==> config.mk <==
export PLATFORM = sky130hd
export DESIGN_NAME = rgb_to_binary
export DESIGN_NICKNAME = d
export VERILOG_FILES = /design/src/rtl/pixel_pkg.sv /design/src/rtl/raster_counter.sv /design/src/rtl/rgb_to_binary.sv
export SDC_FILE = /design/constraint.sdc
export NUM_CORES = 1
export LEC_CHECK = 0
export BUFFER_PORTS_ARGS = -buffer_cell sky130_fd_sc_hd__clkbuf_2
export CORE_MARGIN = 5
export CORE_UTILIZATION = 45
export DETAILED_ROUTE_END_ITERATION = 16
export PLACE_DENSITY = 0.67
export REMOVE_ABC_BUFFERS = 1
export SLEW_MARGIN = 20
export SYNTH_ARGS = -nofsm -noshare
export SYNTH_HDL_FRONTEND = slang
export SYNTH_SLANG_ARGS = --single-unit
==> constraint.sdc <==
create_clock -name clk -period 7.4 [get_ports clk]
set_input_delay 1.48 -clock clk [delete_from_list [all_inputs] [get_ports clk]]
set_output_delay 1.48 -clock clk [all_outputs]
set_load 0.02 [all_outputs]
==> src/rtl/pixel_pkg.sv <==
// Pixel format constants and luma arithmetic shared by the RGB <-> binary paths.
package pixel_pkg;

    localparam int PIX_W      = 8;
    localparam int SUM_W      = 16;
    localparam int LUMA_SHIFT = 8;

    localparam logic [SUM_W-1:0] COEF_R = 16'd77;
    localparam logic [SUM_W-1:0] COEF_G = 16'd150;
    localparam logic [SUM_W-1:0] COEF_B = 16'd29;

    localparam logic [PIX_W-1:0] BIN_HI_DEF = 8'hFF;
    localparam logic [PIX_W-1:0] BIN_LO_DEF = 8'h00;

    typedef struct packed {
        logic [PIX_W-1:0] r;
        logic [PIX_W-1:0] g;
        logic [PIX_W-1:0] b;
    } rgb_pixel_t;

    // Coefficients sum to 256, so the weighted sum tops out at 65280 and fits 16 bits.
    function automatic logic [SUM_W-1:0] luma_sum(input rgb_pixel_t px);
        return COEF_R * {8'd0, px.r} + COEF_G * {8'd0, px.g} + COEF_B * {8'd0, px.b};
    endfunction

    function automatic logic [PIX_W-1:0] luma_of(input rgb_pixel_t px);
        return PIX_W'(luma_sum(px) >> LUMA_SHIFT);
    endfunction

endpackage

==> src/rtl/raster_counter.sv <==
// Row/column tracker for a WIDTH x HEIGHT raster; steps one pixel per advance.
module raster_counter #(
    parameter int WIDTH  = 10,
    parameter int HEIGHT = 10
) (
    input  logic                      clk,
    input  logic                      rst,
    input  logic                      advance,
    output logic [$clog2(HEIGHT)-1:0] row,
    output logic [$clog2(WIDTH)-1:0]  col,
    output logic                      sof,
    output logic                      eol,
    output logic                      eof
);

    localparam int ROW_W = $clog2(HEIGHT);
    localparam int COL_W = $clog2(WIDTH);
    localparam logic [ROW_W-1:0] ROW_LAST = ROW_W'(HEIGHT - 1);
    localparam logic [COL_W-1:0] COL_LAST = COL_W'(WIDTH - 1);

    logic [ROW_W-1:0] row_q, row_d;
    logic [COL_W-1:0] col_q, col_d;

    always_comb begin
        row_d = row_q;
        col_d = col_q;
        if (advance) begin
            if (col_q == COL_LAST) begin
                col_d = '0;
                row_d = (row_q == ROW_LAST) ? '0 : row_q + ROW_W'(1);
            end else begin
                col_d = col_q + COL_W'(1);
            end
        end
    end

    always_ff @(posedge clk) begin
        if (rst) begin
            row_q <= '0;
            col_q <= '0;
        end else begin
            row_q <= row_d;
            col_q <= col_d;
        end
    end

    assign row = row_q;
    assign col = col_q;
    assign sof = (row_q == '0) && (col_q == '0);
    assign eol = (col_q == COL_LAST);
    assign eof = (row_q == ROW_LAST) && (col_q == COL_LAST);

endmodule

==> src/rtl/rgb_to_binary.sv <==
// Streaming RGB -> binary pixel thresholder with raster position tagging.
// Valid/ready: a beat moves when valid & ready are both high at the rising edge; a producer holds its data while valid & !ready.
module rgb_to_binary
    import pixel_pkg::*;
#(
    parameter int               WIDTH  = 10,
    parameter int               HEIGHT = 10,
    parameter logic [PIX_W-1:0] BIN_HI = BIN_HI_DEF,
    parameter logic [PIX_W-1:0] BIN_LO = BIN_LO_DEF
) (
    input  logic                      clk,
    input  logic                      rst,
    input  logic [PIX_W-1:0]          threshold,
    input  logic [PIX_W-1:0]          rgb_pixel_r,
    input  logic [PIX_W-1:0]          rgb_pixel_g,
    input  logic [PIX_W-1:0]          rgb_pixel_b,
    input  logic                      rgb_pixel_valid,
    output logic                      rgb_pixel_ready,
    output logic [PIX_W-1:0]          binary_image_pixel,
    output logic                      binary_pixel_valid,
    input  logic                      binary_pixel_ready,
    output logic [$clog2(HEIGHT)-1:0] out_row,
    output logic [$clog2(WIDTH)-1:0]  out_col,
    output logic                      out_sof,
    output logic                      out_eol,
    output logic                      out_eof
);

    rgb_pixel_t in_px;

    logic             s1_valid_q, s1_valid_d;
    logic [PIX_W-1:0] s1_luma_q, s1_luma_d;
    logic [PIX_W-1:0] s1_thr_q, s1_thr_d;
    logic             s2_valid_q, s2_valid_d;
    logic [PIX_W-1:0] s2_pix_q, s2_pix_d;
    logic             s2_ready;
    logic             sof_raw, eol_raw, eof_raw;

    assign in_px = '{r: rgb_pixel_r, g: rgb_pixel_g, b: rgb_pixel_b};

    // Each stage accepts when empty or when its contents leave this cycle.
    assign s2_ready        = !s2_valid_q || binary_pixel_ready;
    assign rgb_pixel_ready = !s1_valid_q || s2_ready;

    always_comb begin
        s1_valid_d = s1_valid_q;
        s1_luma_d  = s1_luma_q;
        s1_thr_d   = s1_thr_q;
        s2_valid_d = s2_valid_q;
        s2_pix_d   = s2_pix_q;
        if (rgb_pixel_ready) begin
            s1_valid_d = rgb_pixel_valid;
            if (rgb_pixel_valid) begin
                s1_luma_d = luma_of(in_px);
                s1_thr_d  = threshold;
            end
        end
        if (s2_ready) begin
            s2_valid_d = s1_valid_q;
            if (s1_valid_q) begin
                s2_pix_d = (s1_luma_q >= s1_thr_q) ? BIN_HI : BIN_LO;
            end
        end
    end

    always_ff @(posedge clk) begin
        if (rst) begin
            s1_valid_q <= 1'b0;
            s1_luma_q  <= '0;
            s1_thr_q   <= '0;
            s2_valid_q <= 1'b0;
            s2_pix_q   <= 8'h00;
        end else begin
            s1_valid_q <= s1_valid_d;
            s1_luma_q  <= s1_luma_d;
            s1_thr_q   <= s1_thr_d;
            s2_valid_q <= s2_valid_d;
            s2_pix_q   <= s2_pix_d;
        end
    end

    // Position belongs to the presented pixel, so it only steps on an output transfer.
    raster_counter #(
        .WIDTH  (WIDTH),
        .HEIGHT (HEIGHT)
    ) u_raster (
        .clk     (clk),
        .rst     (rst),
        .advance (s2_valid_q && binary_pixel_ready),
        .row     (out_row),
        .col     (out_col),
        .sof     (sof_raw),
        .eol     (eol_raw),
        .eof     (eof_raw)
    );

    assign binary_image_pixel = s2_pix_q;
    assign binary_pixel_valid = s2_valid_q;
    assign out_sof            = s2_valid_q && sof_raw;
    assign out_eol            = s2_valid_q && eol_raw;
    assign out_eof            = s2_valid_q && eof_raw;

endmodule

Yosys cells after proc, flatten, opt, wreduce, memory -nomap -nowiden:

Index checks and enable logic that the tools add are counted.

* $lt $le $gt $ge: 1
* equal/unequal tests: 2
* add/subtract/negate cells: 4
* $mul: 3
* multiplexer cells: 3
* reduce and logical (&&, ||, !) cells: 15

Operators by type and width (number)
* multiplier 7 x 8 -> 15 bit (first input constant): 2
* adder 15 x 16 -> 16 bit: 1
* adder 16 x 13 -> 16 bit: 1
* multiplier 5 x 8 -> 13 bit (first input constant): 1
* adder 4 x 1 -> 4 bit (second input constant): 2
* equality test 4 bit (second input constant): 2
* greater-or-equal comparator 8 bit: 1
* logical NOT 4 bit: 2
* 2-to-1 mux 4 bit: 2
* 2-to-1 mux 8 bit: 1
* logical AND 1 bit: 6
* AND reduction 2 bit: 3
* logical NOT 1 bit: 2
* logical OR 1 bit: 2

* bits in registers: 34
* bits of input ports: 36

Depth between registers and ports, before layout:

Gate-level depths: netlist of run 1.

* word-level depth: 4
* gate-level depth with buffers: 26
* depth with buffers taken out: 25

Hierarchy:

A second synthesis of run 1 with hierarchy kept.

* cells, all modules: 505
* area total of the unflattened synthesis: 4578.1 um^2

Modules (own cells, without submodules)
* rgb_to_binary: times used 1, cells an instance 454, area each 4154.0 um^2
* raster_counter: times used 1, cells an instance 51, area each 424.2 um^2

Worst setup path before layout of run 1:

OpenSTA, ideal clock, no wires.

* path kind: input to register
* start point: input rgb_pixel_g[4]
* end point: register s1_luma_q[5]
* cell stages on the path: 21
* setup time: 0.117 ns
* required time: 7.283 ns
* arrival: 7.055 ns
* setup slack: 0.228 ns
* buffers on the path: 0
* path through: ha_1 ha_1 inv_1 fa_1 fa_1 inv_1 ha_1 xnor2_1 fa_1 inv_1 fa_1 fa_1 fa_1 inv_1 ha_1 a21o_1 a41o_1 a31oi_2 a21oi_1 xor2_1 a22o_1

* cells in the longest elaborated chain, start to end: 3

RTL lines
* start: declaration: line rgb_to_binary.sv:15 `input logic [PIX_W-1:0] rgb_pixel_g,`
* multiplier 7 x 8 -> 15 bit: line pixel_pkg.sv:23 `return COEF_R * {8'd0, px.r} + COEF_G * {8'd0, px.g} + COEF_B * {8'd0, px.b};`
* adder 15 x 16 -> 16 bit: line pixel_pkg.sv:23
* adder 16 x 13 -> 16 bit: line pixel_pkg.sv:23
* end signal: assignment: line rgb_to_binary.sv:75 `s1_luma_q <= s1_luma_d;`
* end: declaration: line rgb_to_binary.sv:32 `logic [PIX_W-1:0] s1_luma_q, s1_luma_d;`

No other way between the ends.
A chain may end at the register's enable or synchronous reset.

Final worst setup path of run 1:

* start point: input rgb_pixel_g[4]
* end point: register s1_luma_q[7]

Same word-level chain as after synthesis.

==> results.yml, run 1 <==
status:
  status: "finished clean"
floorplan:
  ios: 57
  initial_utilization: 0.454
  die_w_um: 109
  core_mm2: 0.00964
  die_y_um: 109
  die_area_mm2: 0.0118
  rows: 36
worst_setup_path:
  critPathLaunchType: "input port"
  cp.arrival_ps: 7300
  endpoint_kind: "flop"
  critPathKind: "input port to flop"
  cp.required_ps: 7610
  crit_fanout: 5
global_route:
  track_usage: 0.147
  grt_pass1_wl_um: 14500
  grt_pass1_vias: 3399
  grt_overflow: 0
  grt_max_degree: 28
  antenna_found_initial: 0
placed_design:
  hpwlAfterDp_um: 7060
  dp_slack_ps: -89.5
  io_buffers: 56
  gp_congestion: 0.845
yosys:
  ys_seq_area_frac: 0.123
  ys_types: 45
  syn_area_mm2: 0.00438
  ys.flop_type: "dfxtp_1"
  async_reset_ff_frac: 0
  synth-seq-cells: 27
  ys_warn_count: 0
  synth-edff-count: 0
  netlist_instances: 477
  syn_avg_cell_area_um2: 9.18
clocking:
  clkSinkCount: 27
  cts_max_path_buffers: 2
  cts_tree: "built"
  cts_buffers: 3
  clk_latency_ps: 270
  cts-root-buf: "clkbuf_8"
  clk_pin_slew_ps: 90
  cts_max_level: 1
worst_hold_path:
  min_path_type: "flop to flop"
drt:
  route.detailed.drc: 0
  post_drt_wl_per_cell_um: 11.6
  num_vias: 3199
  dr.first_iter.drc_count: 70
  ant_nets: 0
  drt_wl_total_um: 7790
  avgViaCountPerCell: 4.78
  drt_first_pass_iters: 4
timing:
  hold_ws_ps: 457
  fin_crit_ps: 7090
  setup_viol: 0
  skew_ps: 1.36
  rsz0062_at_grt: "no"
  slew_headroom: 0.631
  final_max_slew_viol_count: 0
  fin_ws_ps: 311
  worst_slew_pin_slew_ps: 554
  finalHoldViolCount: 0
  period_share: 0.958
  fmax_mhz: 141
final_layout:
  layout_commonest_cell: "inv_1"
  diodes: 0
  area_growth_pct: 12.2
  drive_gt1_frac: 0.155
  layout.nets: 720
  final_cell_mix: "inv_1 (102), ha_1 (91), clkbuf_2 (56)"
  postLayoutCoreUtil: 0.510
  num-fill-cells: 965
job:
  max-cap-violations: 0
==> synth_stat cells, drive strengths merged (8+ instances only) <==
library cell	n	share of area
a21o	17	0.029
a21oi	32	0.038
buf	9	0.014
dfxtp	27	0.12
fa	55	0.25
ha	92	0.26
inv	102	0.087
nand2	36	0.031
nor2	21	0.019
nor2b	8	0.011
o21ai	9	0.010
xnor2	10	0.020
xor2	11	0.022
==> sequential cells by signal, summed over array words and instances, names as in the netlist <==
register / flops
s1_luma_q: 8
s1_thr_q: 8
u_raster.col: 4
u_raster.row: 4
binary_image_pixel: 1
binary_pixel_valid: 1
s1_valid_q: 1
==> critical path, cell delays in order <==
cell and delay [ps]:
clkbuf_2 90, ha_1 280, ha_1 280, inv_1 60, fa_1 500, fa_1 520
inv_1 70, ha_4 260, a21oi_2 140, inv_1 70, a31oi_2 170, xnor2_1 150
ha_1 250, inv_1 70, fa_1 430, fa_1 510, fa_1 550, inv_1 40
ha_1 200, a21o_1 180, nor2b_1 130, a211o_1 280, a21oi_2 130, xnor3_1 220
o21a_1 180, nor2_2 60
==> area by class of cell <==
cell class / count / area [µm²] / share of cell area
repair buffers: 69 / 378 / 0.0769
inverters: 102 / 383 / 0.0779
well taps: 133 / 166 / 0.0339
clock inverters: 1 / 7.51 / 0.00153
multi-input cells: 334 / 3400 / 0.691
flip-flops and latches: 27 / 541 / 0.110
clock buffers: 3 / 41.3 / 0.00840
==> cells by family after synthesis <==
group,count (synthesis),share of synthesized area
adder cells (fa/ha/maj),147,0.514
buffers and inverters,116,0.106
AND/OR/NAND/NOR,89,0.0951
AO/OA/AOI/OAI,75,0.112
flip-flops,27,0.123
XOR/XNOR,22,0.0471
multiplexers,1,0.00229
==> through the flow <==
stage	instance area (µm²)	cells	TNS, ps
final	4910	669	0
after global routing	4910	669	0
after CTS	4890	669	0
after detailed placement	4840	665	-89.5
after global placement	4840	665	0
after floorplan	4300	463	0
==> final timing paths <==
path / startpoint / endpoint / slack [ps] / cells past startpoint
worst max register to register: s1_luma_q[0] / binary_image_pixel[6] / 5570 / 9
worst min-delay path: s1_thr_q[3] / s1_thr_q[3] / 460 / 2
worst min register to register: s1_thr_q[3] / s1_thr_q[3] / 460 / 2
worst max-delay path: rgb_pixel_g[4] / s1_luma_q[7] / 310 / 26
==> timing repair <==
item,4_1_cts,5_1_grt
endpoints found under the setup margin,0,2
resized for setup,0,4
hold buffers,0,0
setup buffers,0,0
==> per-layer routing <==
| layer | wire length [µm] | global-route usage | vias to the layer above |
|---|---|---|---|
| met4 | 31 | 0.0225 | 0 |
| met5 | 0 | 0 | - |
| met1 | 3720 | 0.199 | 1490 |
| met3 | 244 | 0.0112 | 2 |
| li1 | - | - | 1661 |
| met2 | 3800 | 0.263 | 46 |
Power of run 1 is not shown: default switching activity piles up to over one toggle a cycle in this logic, so the estimate is an artifact.
==> run 2: changes to the inputs <==
PLACE_DENSITY = 0.75   (was 0.67)
==> results.yml, run 2 (synthesis results as in run 1) <==
worst_setup_path:
  critPathLaunchType: "input port"
  startpoint: "rgb_pixel_g[4]"
  critPathKind: "input port to flop"
  slowest_delay_ps: 550
  slowest_stage: "fa_1"
  crit_fanout: 5
  cp.required_ps: 7620
  cp.arrival_ps: 7310
  rr_startpoint: "s1_luma_q[0]"
  endpoint_kind: "flop"
timing:
  worst_slew_pin_slew_ps: 555
  finalHoldViolCount: 0
  setup_viol: 0
  rsz0062_at_grt: "no"
  fin_crit_ps: 7090
  fmax_mhz: 141
  fin_ws_ps: 313
  period_share: 0.958
  slew_headroom: 0.630
  skew_ps: 8.75
  final_max_slew_viol_count: 0
global_route:
  grt_overflow: 0
  antenna_found_initial: 0
  track_usage: 0.151
  grt_pass1_vias: 3362
  grt_max_degree: 28
  grt_pass1_wl_um: 14700
floorplan:
  rows: 36
  die_area_mm2: 0.0118
  core_mm2: 0.00964
  initial_utilization: 0.454
  die_w_um: 109
  die_y_um: 109
  ios: 57
final_layout:
  layout_commonest_cell: "inv_1"
  layout.nets: 719
  final_cell_mix: "inv_1 (102), ha_1 (91), clkbuf_2 (56)"
  num-fill-cells: 907
  design_area_mm2: 0.00489
  area_growth_pct: 11.6
  drive_gt1_frac: 0.151
  postLayoutCoreUtil: 0.507
  reg_top3: "s1_luma_q x8, s1_thr_q x8"
  seq_area_um2: 541
  multi_input_area_mm2: 0.00338
  diodes: 0
status:
  status: "finished clean"
drt:
  drt_first_pass_iters: 4
  num_vias: 3217
  post_drt_wl_per_cell_um: 12.1
  drt_wl_total_um: 8080
  avgViaCountPerCell: 4.82
  dr.first_iter.drc_count: 97
  route.detailed.drc: 0
  ant_nets: 0
clocking:
  holdBufCountCts: 0
  clkSinkCount: 27
  cts-root-buf: "clkbuf_8"
  cts_max_level: 1
  cts_tree: "built"
  cts_max_path_buffers: 2
  clk_pin_slew_ps: 90
  cts_buffers: 3
  clk_latency_ps: 270
worst_hold_path:
  min_path_type: "flop to flop"
  min_from: "s1_thr_q[5]"
placed_design:
  dpl-instance-area_mm2: 0.00484
  io_buffers: 56
  dp_slack_ps: -95.8
  hpwlAfterDp_um: 7210
  gp_congestion: 0.899
job:
  max-cap-violations: 0
[run 2: final timing paths]
| kind | end | slack (ps) | cells past startpoint |
|---|---|---|---|
| min | s1_thr_q[5] | 460 | 2 |
| min reg2reg | s1_thr_q[5] | 460 | 2 |
| max | s1_luma_q[7] | 310 | 26 |
| max reg2reg | binary_image_pixel[6] | 5600 | 9 |
[run 2: per-stage QoR]
stage	hold slack [ps]	TNS, ps	cells
final	457	0	668
after global routing	486	0	668
after CTS	461	0	668
after detailed placement	445	-215	664
after global placement	442	0	664
after floorplan	426	0	463
[run 2: worst max-delay path: cells and delay by family]
kind / cells / cell delay, ps
AND/OR/NAND/NOR: 2 / 200
XOR/XNOR: 2 / 370
AO/OA/AOI/OAI: 6 / 1090
buffers and inverters: 6 / 350
adder cells (fa/ha/maj): 10 / 3800
[run 2: repair_timing]
action,4_1_cts,5_1_grt
buffers inserted,0,0
endpoints found under the hold margin,0,0
setup endpoints to repair,0,1
gates resized for setup,0,2
[run 2: metal layers]
layer | track usage | share of wire
met3 | 0.00947 | 0.030
met2 | 0.268 | 0.50
met4 | 0.0334 | 0.012
met5 | 0 | 0
met1 | 0.202 | 0.46
[run 2: area by class of cell]
class / instances / share of cell area
sequential: 27 / 0.111
tap: 133 / 0.0340
timing repair buffer: 68 / 0.0758
clock buffer: 3 / 0.00845
multi-input combinational: 334 / 0.692
inverter: 102 / 0.0783
clock inverter: 1 / 0.00102
Power of run 2 is left out for the same reason.
